[src/rtl/button_pkg.sv]
// Shared types and helpers for the button conditioner and its per-channel logic.
package button_pkg;

    // Per-channel press-tracking state.
    typedef enum logic [1:0] {
        IDLE = 2'd0,
        HELD = 2'd1,
        LONG = 2'd2
    } btn_state_e;

    // Bits needed for a counter that must be able to hold the value max_val.
    function automatic int unsigned cnt_width(input int unsigned max_val);
        return (max_val < 1) ? 1 : $clog2(max_val + 1);
    endfunction

endpackage

[src/rtl/button_channel.sv]
// One conditioner channel: sample-tick debouncer followed by the press/long/repeat FSM.
// The FSM acts on the registered level, so every pulse lands one cycle after the level edge.
module button_channel
    import button_pkg::*;
#(
    parameter int unsigned PULSE_CNT_MAX  = 200,
    parameter int unsigned LONG_CNT_MAX   = 2000,
    parameter int unsigned REPEAT_CNT_MAX = 200
) (
    input  logic clk,
    input  logic rst_n,
    input  logic tick_i,
    input  logic sync_i,
    input  logic repeat_en_i,
    output logic level_o,
    output logic press_pulse_o,
    output logic release_pulse_o,
    output logic long_pulse_o,
    output logic repeat_pulse_o
);

    localparam int unsigned DCNT_W   = cnt_width(PULSE_CNT_MAX);
    localparam int unsigned HOLD_MAX = (LONG_CNT_MAX > REPEAT_CNT_MAX) ? LONG_CNT_MAX : REPEAT_CNT_MAX;
    localparam int unsigned HCNT_W   = cnt_width(HOLD_MAX);

    localparam logic [DCNT_W-1:0] DCNT_LAST   = DCNT_W'(PULSE_CNT_MAX - 1);
    localparam logic [HCNT_W-1:0] LONG_LAST   = HCNT_W'(LONG_CNT_MAX - 1);
    localparam logic [HCNT_W-1:0] REPEAT_LAST = HCNT_W'(REPEAT_CNT_MAX - 1);

    logic [DCNT_W-1:0] dcnt_q, dcnt_d;
    logic              level_q, level_d;
    logic              level_fall;

    btn_state_e        state_q;
    logic [HCNT_W-1:0] hcnt_q;
    logic              press_q, release_q, long_q, repeat_q;

    // Debounce next state: count disagreeing samples, flip level on the last one.
    always_comb begin
        // NOTE: defaults first so every path assigns both outputs and no latch is inferred.
        dcnt_d  = dcnt_q;
        level_d = level_q;
        if (tick_i) begin
            if (sync_i == level_q) begin
                dcnt_d = '0;
            end else if (dcnt_q == DCNT_LAST) begin
                level_d = ~level_q;
                dcnt_d  = '0;
            end else begin
                dcnt_d = dcnt_q + DCNT_W'(1);
            end
        end
    end

    // A fall being committed on this tick must pre-empt any long/repeat pulse due now.
    assign level_fall = level_q & ~level_d;

    // Debounce state registers.
    always_ff @(posedge clk) begin
        if (!rst_n) begin
            dcnt_q  <= '0;
            level_q <= 1'b0;
        end else begin
            dcnt_q  <= dcnt_d;
            level_q <= level_d;
        end
    end

    // Press-tracking FSM with hold counter and registered one-cycle pulses.
    always_ff @(posedge clk) begin
        if (!rst_n) begin
            state_q   <= IDLE;
            hcnt_q    <= '0;
            press_q   <= 1'b0;
            release_q <= 1'b0;
            long_q    <= 1'b0;
            repeat_q  <= 1'b0;
        end else begin
            press_q   <= 1'b0;
            release_q <= 1'b0;
            long_q    <= 1'b0;
            repeat_q  <= 1'b0;
            unique case (state_q)
                IDLE: begin
                    if (level_q) begin
                        state_q <= HELD;
                        hcnt_q  <= '0;
                        press_q <= 1'b1;
                    end
                end
                HELD: begin
                    if (!level_q) begin
                        state_q   <= IDLE;
                        release_q <= 1'b1;
                    end else if (tick_i && !level_fall) begin
                        if (hcnt_q == LONG_LAST) begin
                            hcnt_q  <= '0;
                            long_q  <= 1'b1;
                            state_q <= LONG;
                        end else begin
                            hcnt_q <= hcnt_q + HCNT_W'(1);
                        end
                    end
                end
                LONG: begin
                    if (!level_q) begin
                        state_q   <= IDLE;
                        release_q <= 1'b1;
                    end else if (tick_i && !level_fall) begin
                        // The cadence keeps running while repeat is disabled; only the pulse is gated.
                        if (hcnt_q == REPEAT_LAST) begin
                            hcnt_q   <= '0;
                            repeat_q <= repeat_en_i;
                        end else begin
                            hcnt_q <= hcnt_q + HCNT_W'(1);
                        end
                    end
                end
                default: begin
                    state_q <= IDLE;
                    hcnt_q  <= '0;
                end
            endcase
        end
    end

    assign level_o         = level_q;
    assign press_pulse_o   = press_q;
    assign release_pulse_o = release_q;
    assign long_pulse_o    = long_q;
    assign repeat_pulse_o  = repeat_q;

endmodule

[src/rtl/synchronizer.sv]
// Multi-bit flip-flop chain that brings asynchronous inputs into the clk domain.
// Each bit is synchronised independently; there is no cross-bit coherence.
module synchronizer #(
    parameter int unsigned WIDTH  = 1,
    parameter int unsigned STAGES = 2
) (
    input  logic             clk,
    input  logic             rst_n,
    input  logic [WIDTH-1:0] d_i,
    output logic [WIDTH-1:0] q_o
);

    logic [STAGES-1:0][WIDTH-1:0] sync_q;

    // Shift the raw inputs through STAGES flops; stage 0 is the metastable one.
    always_ff @(posedge clk) begin
        if (!rst_n) begin
            // NOTE: the stages are cleared so the debouncer starts from a known 0 rather than X.
            sync_q <= '0;
        end else begin
            // NOTE: non-blocking assignments so every stage samples its predecessor's old value.
            sync_q <= {sync_q[STAGES-2:0], d_i};
        end
    end

    assign q_o = sync_q[STAGES-1];

endmodule

[src/rtl/button_conditioner.sv]
// Multi-channel button front end: synchroniser, shared sample tick, and one
// debounce/press-decode channel per input.
module button_conditioner
    import button_pkg::*;
#(
    parameter int unsigned WIDTH          = 4,
    parameter int unsigned SYNC_STAGES    = 2,
    parameter int unsigned SAMPLE_CNT_MAX = 33750,
    parameter int unsigned PULSE_CNT_MAX  = 200,
    parameter int unsigned LONG_CNT_MAX   = 2000,
    parameter int unsigned REPEAT_CNT_MAX = 200
) (
    input  logic             clk,
    input  logic             rst,
    input  logic [WIDTH-1:0] in,
    input  logic [WIDTH-1:0] repeat_en,
    output logic [WIDTH-1:0] level,
    output logic [WIDTH-1:0] press_pulse,
    output logic [WIDTH-1:0] release_pulse,
    output logic [WIDTH-1:0] long_pulse,
    output logic [WIDTH-1:0] repeat_pulse
);

    localparam int unsigned       TICK_W    = cnt_width(SAMPLE_CNT_MAX);
    localparam logic [TICK_W-1:0] TICK_LAST = TICK_W'(SAMPLE_CNT_MAX - 1);

    logic [TICK_W-1:0] tick_cnt_q, tick_cnt_d;
    logic              tick;
    logic [WIDTH-1:0]  sync;

    synchronizer #(
        .WIDTH  (WIDTH),
        .STAGES (SYNC_STAGES)
    ) u_sync (
        .clk   (clk),
        .rst_n (rst),
        .d_i   (in),
        .q_o   (sync)
    );

    // With SAMPLE_CNT_MAX = 1 the counter sits at 0 and tick is high every cycle.
    assign tick       = (tick_cnt_q == TICK_LAST);
    assign tick_cnt_d = tick ? '0 : tick_cnt_q + TICK_W'(1);

    // Shared sample-tick counter, wrapping on the tick cycle.
    always_ff @(posedge clk) begin
        if (!rst) begin
            tick_cnt_q <= '0;
        end else begin
            tick_cnt_q <= tick_cnt_d;
        end
    end

    for (genvar i = 0; i < WIDTH; i++) begin : g_chan
        button_channel #(
            .PULSE_CNT_MAX  (PULSE_CNT_MAX),
            .LONG_CNT_MAX   (LONG_CNT_MAX),
            .REPEAT_CNT_MAX (REPEAT_CNT_MAX)
        ) u_chan (
            .clk             (clk),
            .rst_n           (rst),
            .tick_i          (tick),
            .sync_i          (sync[i]),
            .repeat_en_i     (repeat_en[i]),
            .level_o         (level[i]),
            .press_pulse_o   (press_pulse[i]),
            .release_pulse_o (release_pulse[i]),
            .long_pulse_o    (long_pulse[i]),
            .repeat_pulse_o  (repeat_pulse[i])
        );
    end

endmodule

[config.mk]
export PLATFORM = sky130hd
export DESIGN_NAME = button_conditioner
export DESIGN_NICKNAME = d
export VERILOG_FILES = /design/src/rtl/button_pkg.sv /design/src/rtl/button_channel.sv /design/src/rtl/synchronizer.sv /design/src/rtl/button_conditioner.sv
export SDC_FILE = /design/constraint.sdc
export NUM_CORES = 1
export LEC_CHECK = 0
export ABC_AREA = 1
export ABC_CLOCK_PERIOD_IN_PS = 2100
export CORE_ASPECT_RATIO = 1.75
export CORE_MARGIN = 3
export CORE_UTILIZATION = 30
export DETAILED_ROUTE_END_ITERATION = 16
export PLACE_DENSITY = 0.5
export SLEW_MARGIN = 25
export SYNTH_ARGS = -nofsm -noshare
export SYNTH_HDL_FRONTEND = slang
export SYNTH_SLANG_ARGS = --single-unit
[constraint.sdc]
create_clock -name clk -period 2.1 [get_ports clk]
set_input_delay 0.42 -clock clk [delete_from_list [all_inputs] [get_ports clk]]
set_output_delay 0.42 -clock clk [all_outputs]
set_load 0.01 [all_outputs]
== Yosys cells after proc, flatten, opt, wreduce, memory -nomap -nowiden ==
Index checks and enable logic that the tools add are counted.

* Input bits: 10
* Register bits: 128
* Logic and storage cells: 243

* Multiplexer cells: 88
* Eq/ne operators: 57
* Reductions and logical operators: 41
* Bitwise logic cells: 13
* $add $sub $neg: 9

{| class="wikitable"
|+ Operators with widths
! cell !! count
|-
| $mux W11 || 28
|-
| $pmux W11 S3 || 4
|-
| $mux W8 || 8
|-
| $add A11 B1 Y11 const B || 4
|-
| $eq A11 B11 Y1 const B || 4
|-
| $eq A11 B8 Y1 const B || 4
|-
| $mux W2 || 20
|-
| $ne A2 B1 Y1 const B || 20
|-
| $reduce_and A5 Y1 || 8
|-
| $add A8 B1 Y8 const B || 4
|-
| $eq A8 B8 Y1 const B || 4
|-
| $reduce_and A4 Y1 || 8
|-
| $mux W1 || 24
|-
| $ne A3 B3 Y1 const B || 8
|-
| $pmux W2 S3 || 4
|-
| $add A16 B1 Y16 const B || 1
|-
| $eq A16 B16 Y1 const B || 1
|-
| $reduce_and A2 Y1 || 8
|-
| $reduce_or A2 Y1 || 5
|-
| $not A1 Y1 || 9
|-
| $eq A2 B1 Y1 const B || 4
|-
| $eq A2 B2 Y1 const B || 4
|-
| $logic_not A2 Y1 || 4
|-
| $ne A2 B2 Y1 const B || 4
|-
| 4 further kinds || 16
|}

== Logic depth before layout (Yosys ltp) ==
Gate-level depths: netlist of the first run.

* Depth in word-level cells: 11
* Mapped depth: 13

== Hierarchy ==
Synthesis of the first run repeated with hierarchy kept, for this count alone.

* Cells, all modules: 986
* Area total of the unflattened synthesis: 6,810.3 um^2

{| class="wikitable"
|+ Modules (own cells, without submodules)
! module !! seq. area each (um^2) !! times used !! cells an instance !! area an instance (um^2)
|-
| button_channel at g_chan[0].u_chan ... || 520.5 || 3 || 211 || 1,435.1
|-
| button_channel at g_chan[3].u_chan || 520.5 || 1 || 201 || 1,390.1
|-
| button_conditioner || 320.3 || 1 || 123 || 859.6
|-
| synchronizer || 160.2 || 1 || 29 || 255.2
|}

== Least setup slack after synthesis of the first run ==
No wires, ideal clock.

* Path type: reg-to-reg
* From: register tick_cnt_q[0]
* To: register g_chan[2].u_chan.hcnt_q[5]
* Arrival time: 1.555 ns
* Required time: 1.985 ns
* Slack: 0.430 ns
* Cell stages (with the launch flop): 12
* Library setup time: 0.115 ns
* Cell sequence: dfxtp_1 > ha_1 > nand2_1 > nor2_1 > nand3_1 > nor2_8 > nand3_2 > nand2_4 > buf_8 > nand3_1 > nand2_1 > nor2_1

* Word-level cells in the longest chain between the ends: 8
* Elaborated cells on any way between the ends: 9
* Classes of those cells: eq/ne (3); mux (1); bitwise (2); reduce/logical (3)

{| class="wikitable"
|+ RTL lines
! element !! RTL line !! source
|-
| start, declared || button_conditioner.sv:27 || <nowiki>logic [TICK_W-1:0] tick_cnt_q, tick_cnt_d;</nowiki>
|-
| start signal, assigned || button_conditioner.sv:50 || <nowiki>tick_cnt_q <= tick_cnt_d;</nowiki>
|-
| $eq A16 B16 Y1 * || button_conditioner.sv:42 || <nowiki>assign tick = (tick_cnt_q == TICK_LAST);</nowiki>
|-
| $mux W1 || button_channel.sv:43 || <nowiki>if (tick_i) begin</nowiki>
|-
| $not A1 Y1 || button_channel.sv:56 || <nowiki>assign level_fall = level_q & ~level_d;</nowiki>
|-
| $and A1 B1 Y1 || button_channel.sv:56 ||
|-
| $logic_not A1 Y1 || button_channel.sv:95, button_channel.sv:109 ||
|-
| $logic_and A1 B1 Y1 * || button_channel.sv:95, button_channel.sv:109 ||
|-
| $ne A2 B1 Y1 (no source line) || n/a ||
|-
| $reduce_and A5 Y1 (no source line) * || n/a ||
|-
| end signal, assigned || button_channel.sv:101 || <nowiki>hcnt_q <= hcnt_q + HCNT_W'(1);</nowiki>
|-
| end signal, assigned || button_channel.sv:115 || <nowiki>hcnt_q <= hcnt_q + HCNT_W'(1);</nowiki>
|-
| end, declared || button_channel.sv:35 || <nowiki>logic [HCNT_W-1:0] hcnt_q;</nowiki>
|}

Mark *: on every way between the ends. The rest lies on a longest branch, timed or not.
A chain may end at the register's enable or synchronous reset.

== Worst setup path after layout of the first run ==
* From: register g_chan[3].u_chan.level_q
* To: output level[3]

{| class="wikitable"
|+ RTL lines
! element !! RTL line !! source
|-
| start, declared || button_channel.sv:31 || <nowiki>logic level_q, level_d;</nowiki>
|-
| start signal, assigned || button_channel.sv:65 || <nowiki>level_q <= level_d;</nowiki>
|-
| end, declared || button_conditioner.sv:17 || <nowiki>output logic [WIDTH-1:0] level,</nowiki>
|}

No word-level cell between the ends.

==> results.json, run 1 <==
{
  "fin_crit_sh_pct": 93.1,
  "clock-root-buffer": "clkbuf_16",
  "dr_wl_met2_um": 8840,
  "maxSlewViolCount": 0,
  "cp_max_fo": 7,
  "antenna_found_initial": 0,
  "crit_path_start_kind": "flop",
  "area_growth_pct": 18.4,
  "die-area_um2": 25100,
  "yosys.area.top_type": "dfxtp_1",
  "wire_per_inst_um": 11.8,
  "synth_ff_type": "dfxtp_1",
  "synth_warnings": 0,
  "overflow": 0,
  "ant_nets": 0,
  "drc": 0,
  "synth_cell_type_count": 41,
  "drv_cap": 0,
  "rows": 73,
  "power.density_nw_per_um2": 738,
  "die_x_um": 121,
  "grt_pass1_vias": 6275,
  "clock_path_buffers": 2,
  "cts_hold_buf": 0,
  "grt_pass1_wl_um": 28000,
  "cp.arrival_ns": 1.54,
  "pwr-share-seq_pct": 40.3,
  "syn_area_um2": 6950,
  "cts.sinks": 128,
  "nets": 1103,
  "top_layer": "met4",
  "coreArea_um2": 22700,
  "synth-edff-count": 0,
  "h-tree-depth": 4,
  "async_flop_share_pct": 0,
  "finalNonFillerCells": 1384,
  "synth_seq_area_share_pct": 36.9,
  "sw_frac_of_total_pct": 19.6,
  "clock_skew_ns": 0.00877,
  "die_h_um": 207,
  "dp_cells": 1352,
  "leakagePower_uw": 0.00340,
  "synth.area.top_cells": "dfxtp_1 37%, nand2_1 14%, inv_1 8.0%",
  "irDropWorstVdd_mv": 0.479,
  "hp-class": "in2reg",
  "worstSkewPairLatency_ns": 0.42,
  "synth_seq_cells": 128,
  "critPathKind": "reg2out",
  "start_util_pct": 30.5,
  "clock.fmax_mhz": 511,
  "dr.pass1.iters": 4,
  "required_ns": 1.68,
  "cts_tree": "built",
  "clkPwrFrac_pct": 57.4,
  "place_congestion": 0.809,
  "cts-buffers-inserted": 17,
  "place_hpwl_um": 12300,
  "worst_slew_pin_slew_ns": 0.429,
  "cp-startpoint": "g_chan[3].u_chan.level_o",
  "internal_power_uw": 4880,
  "num_antenna_cells": 0,
  "reg2reg_from": "tick_cnt_q[1]",
  "fin_crit_ns": 1.96,
  "syn_inst": 1043,
  "combPwrFrac_pct": 2.3,
  "wl_met1_um": 6730,
  "io_pins": 30,
  "grt_max_degree": 49,
  "relSlewSlack_pct": 71.2,
  "finalHoldViolCount": 0,
  "syn_area_per_cell_um2": 6.66,
  "p_switching_uw": 1190,
  "cp-end-kind": "primary output",
  "setup_violations": 0,
  "drtIter0Drc": 224,
  "grt_use_total_pct": 13.6,
  "status": "finished clean",
  "vias": 6288,
  "synth_nets": 1075,
  "drive_gt1_share_pct": 7.56,
  "synth_top_area_share_pct": 36.9,
  "routed_wl_um": 16400,
  "finish.utilization_pct": 36.2,
  "portBuffers": 29,
  "vias_per_cell": 4.54,
  "min_from": "rst",
  "path_clk_slew_ns": 0.06,
  "routed-wl-met3_um": 313
}
-- synthesized netlist by cell type, types with 7 or more instances --
master and count:
nand2_1 261, inv_1 149, nor2_1 145, dfxtp_1 128
nand3_1 94, a21oi_1 50, nor3_1 33, nand4_1 23
buf_4 22, ha_1 22, o21ai_0 18, xor2_1 9
nand3_2 8, o21ai_1 8, buf_2 7, o21bai_1 7
-- layout make-up --
type / instances / area [um^2]
fillers: 2443 / 14500
multi-input cells: 718 / 3520
flip-flops and latches: 128 / 2560
inverters: 156 / 586
clock buffers: 23 / 498
repair buffers: 50 / 480
well taps: 300 / 375
clock inverters: 9 / 200
-- layer usage --
layer	GRT usage, %	up-vias
li1	-	3349
met1	13.7	2842
met2	26.4	67
met3	2.51	30
met4	5.99	0
met5	0	-
-- power groups by stage --
stage / Combinational (uW) / Sequential, uW / Clock (uW)
global placement: 142 / 2500 / 0
CTS: 143 / 2450 / 3570
finish: 139 / 2450 / 3480
global route: 159 / 2450 / 3670
floorplan: 75.3 / 2500 / 0
detailed placement: 143 / 2500 / 0
-- cells in the final DEF (no fill, tap or decap), drive strengths merged --
cell type / netlist / layout
nand2: 266 / 266
inv: 154 / 154
nor2: 149 / 149
dfxtp: 128 / 128
nand3: 103 / 103
a21oi: 53 / 53
nor3: 34 / 34
clkdlybuf4s50: 0 / 28
o21ai: 26 / 26
nand4: 23 / 23
clkbuf: 5 / 23
ha: 22 / 22
buf: 36 / 22
xor2: 9 / 9
o21bai: 7 / 7
bufinv: 0 / 6
nor4: 5 / 5
xnor2: 4 / 4
o211a: 4 / 4
a211oi: 3 / 3
o211ai: 3 / 3
clkinv: 2 / 3
o21a: 2 / 2
clkinvlp: 0 / 2
and2: 1 / 1
or3: 1 / 1
nand3b: 1 / 1
a31oi: 1 / 1
and3: 1 / 1
-- registers in the layout, indices dropped and copies added, names as in the netlist --
| register | count |
|---|---|
| g_chan.u_chan.dcnt_q | 32 |
| tick_cnt_q | 16 |
| g_chan.u_chan.release_pulse_o | 4 |
| g_chan.u_chan.hcnt_q | 44 |
| g_chan.u_chan.state_q | 8 |
| u_sync.q_o | 4 |
| g_chan.u_chan.press_pulse_o | 4 |
| g_chan.u_chan.repeat_pulse_o | 4 |
| u_sync.sync_q | 4 |
| g_chan.u_chan.long_pulse_o | 4 |
| g_chan.u_chan.level_o | 4 |
-- cell families (layout without fill, tap and decap cells) --
| group | Yosys count | after routing | share of synthesized area [%] |
|---|---|---|---|
| xor+xnor | 13 | 13 | 1.64 |
| flops | 128 | 128 | 36.9 |
| fa+ha+maj | 22 | 22 | 3.96 |
| simple gates | 584 | 584 | 36.8 |
| buf+inv | 197 | 238 | 12.6 |
| compound gates | 99 | 99 | 8.14 |
-- through the flow --
step	area, um^2	hold WS [ns]	setup slack [ns]	setup TNS (ns)	total power [uW]
final	8220	0.385	0.144	0	6070
after global routing	8220	0.393	-0.00952	-0.0121	6270
after CTS	8220	0.371	0.121	0	6160
after detailed placement	7520	0.416	0.156	0	2640
after global placement	7520	0.424	0.178	0	2640
after floorplan	6950	0.390	0.430	0	2580
-- worst max-delay path, cell delays in order, from the launching register on --
cell and delay, ns:
dfxtp_1 0.39, buf_4 0.18, clkdlybuf4s50_1 0.54
-- worst paths after layout --
check,to,slack [ns],cells after the start
min reg2reg,u_sync.q_o[0],0.42,2
max,level[3],0.14,2
max reg2reg,g_chan[2].u_chan.hcnt_q[10],0.22,11
min,g_chan[2].u_chan.hcnt_q[3],0.38,3
-- what timing repair did --
action	in CTS	in global routing
resized for setup	0	2
endpoints found under the setup margin	0	4
setup buffers	0	0
Power figures use the tool's default switching activity.
==> run 2, diff against run 1 <==
--- a/config.mk
+++ b/config.mk
@@ -8,7 +8,6 @@
 export ABC_AREA = 1
 export ABC_CLOCK_PERIOD_IN_PS = 2100
 export CORE_ASPECT_RATIO = 1.75
-export CORE_MARGIN = 3
 export CORE_UTILIZATION = 30
 export DETAILED_ROUTE_END_ITERATION = 16
 export PLACE_DENSITY = 0.5
==> results.json, run 2 (same netlist as run 1, synthesis figures left out) <==
{
  "place_congestion": 0.821,
  "routed_wl_um": 16200,
  "finalHoldViolCount": 0,
  "clock-root-buffer": "clkbuf_16",
  "fin_crit_ns": 1.96,
  "cp-end-kind": "primary output",
  "cp.arrival_ns": 1.54,
  "power.density_nw_per_um2": 693,
  "area_growth_pct": 17.0,
  "required_ns": 1.68,
  "dr.pass1.iters": 6,
  "start_util_pct": 30.5,
  "finalSetupTns_ns": 0,
  "fin_crit_sh_pct": 93.5,
  "rsz0062_at_grt": "false",
  "cts_setup_buffers": 0,
  "final_common_cell": "nand2_1",
  "cts_tree": "built",
  "sw_frac_of_total_pct": 21.1,
  "setup_violations": 0,
  "cp_max_fo": 7,
  "grt_use_total_pct": 15.2,
  "crit_path_start_kind": "flop",
  "irDropWorstVdd_mv": 0.554,
  "top_regs": "g_chan.u_chan.hcnt_q: 44 flops, g_chan.u_chan.dcnt_q: 32 flops, tick_cnt_q: 16 flops",
  "portBuffers": 29,
  "clock_path_buffers": 2,
  "grt_pass1_wl_um": 28300,
  "cts_hold_buf": 0,
  "cts-buffers-inserted": 17,
  "hp-class": "in2reg",
  "largest_register": "g_chan.u_chan.hcnt_q",
  "maxSlewViolCount": 0,
  "h-tree-depth": 4,
  "internal_power_uw": 4440,
  "total_power_uw": 5640,
  "io_pins": 30,
  "num_antenna_cells": 0,
  "critPathKind": "reg2out",
  "clkPwrFrac_pct": 54.2,
  "vias_per_cell": 4.48,
  "antenna_found_initial": 0,
  "nets": 1102,
  "cts.sinks": 128,
  "overflow": 0,
  "die_h_um": 203,
  "drtIter0Drc": 281,
  "wire_per_inst_um": 11.7,
  "largest_reg_flops": 44,
  "coreArea_um2": 22700,
  "leakagePower_uw": 0.00336,
  "place_hpwl_um": 12100,
  "fillers": 2467,
  "ant_nets": 0,
  "rows": 73,
  "die-area_um2": 23800,
  "status": "finished clean",
  "worstSkewPairLatency_ns": 0.42,
  "die_x_um": 117,
  "pwr-share-seq_pct": 43.4,
  "vias": 6195,
  "combPwrFrac_pct": 2.4,
  "drc": 0,
  "path_clk_slew_ns": 0.06,
  "worst_slew_pin_slew_ns": 0.516,
  "p_switching_uw": 1190,
  "drive_gt1_share_pct": 7.20,
  "grt_max_degree": 49,
  "grt_pass1_vias": 6189,
  "clock.fmax_mhz": 509,
  "clock_skew_ns": 0.00946,
  "relSlewSlack_pct": 65.4,
  "drv_cap": 0,
  "mostFrequentLayoutCells": "261 x nand2_1, 149 x inv_1, 145 x nor2_1",
  "ctsResizeCount": 0
}
-- run 2: cell count changes in the layout (fill, tap and decap cells not counted), sizes merged --
cell    before  now
bufinv       6    3
buf         22   21
clkbuf      23   22
clkinv       3    7
-- run 2: area by class of cell --
class                   count  area, um^2  area share (%)
clock inverters            10         134            1.65
clock buffers              22         474            5.83
repair buffers             49         485            5.97
well taps                 300         375            4.62
inverters                 156         586            7.20
multi-input cells         718        3510            43.2
flip-flops and latches    128        2560            31.5
-- run 2: final timing paths --
kind | start | to | slack (ns) | cells after the start
setup reg to reg | tick_cnt_q[1] | g_chan[1].u_chan.hcnt_q[6] | 0.20 | 14
setup / recovery | g_chan[3].u_chan.level_o | level[3] | 0.14 | 2
hold / removal | rst | g_chan[2].u_chan.hcnt_q[3] | 0.39 | 3
hold reg to reg | u_sync.sync_q[2] | u_sync.q_o[2] | 0.42 | 2
-- run 2: routing by layer --
layer,global-route usage [%],part of all wire (%),wire [um]
met1,15.5,40,6500
met3,3.24,2.0,329
met4,6.96,2.4,387
met2,28.8,55,8960
met5,0,0,0
-- run 2: metrics by stage --
stage	worst slack (ns)	util [%]	hold slack (ns)	area, um^2	cells
3_3_place_gp	0.190	33.1	0.419	7520	1351
4_1_cts	0.119	35.7	0.365	8130	1383
6_report	0.136	35.7	0.389	8130	1383
5_1_grt	0.00511	35.7	0.390	8130	1383
2_1_floorplan	0.430	-	0.390	6950	1043
3_5_place_dp	0.176	33.1	0.414	7520	1351
-- run 2: power groups by stage --
stage                     Clock (uW)  Combinational (uW)  Sequential [uW]
after floorplan                    0                75.3             2500
after global placement             0                 138             2500
after detailed placement           0                 138             2500
after CTS                       3150                 138             2450
after global routing            3260                 153             2450
final                           3050                 134             2450
-- run 2: worst max-delay path: stages, from the launching register on --
cell	delay [ns]
dfxtp_1	0.40
buf_4	0.19
clkdlybuf4s50_1	0.54
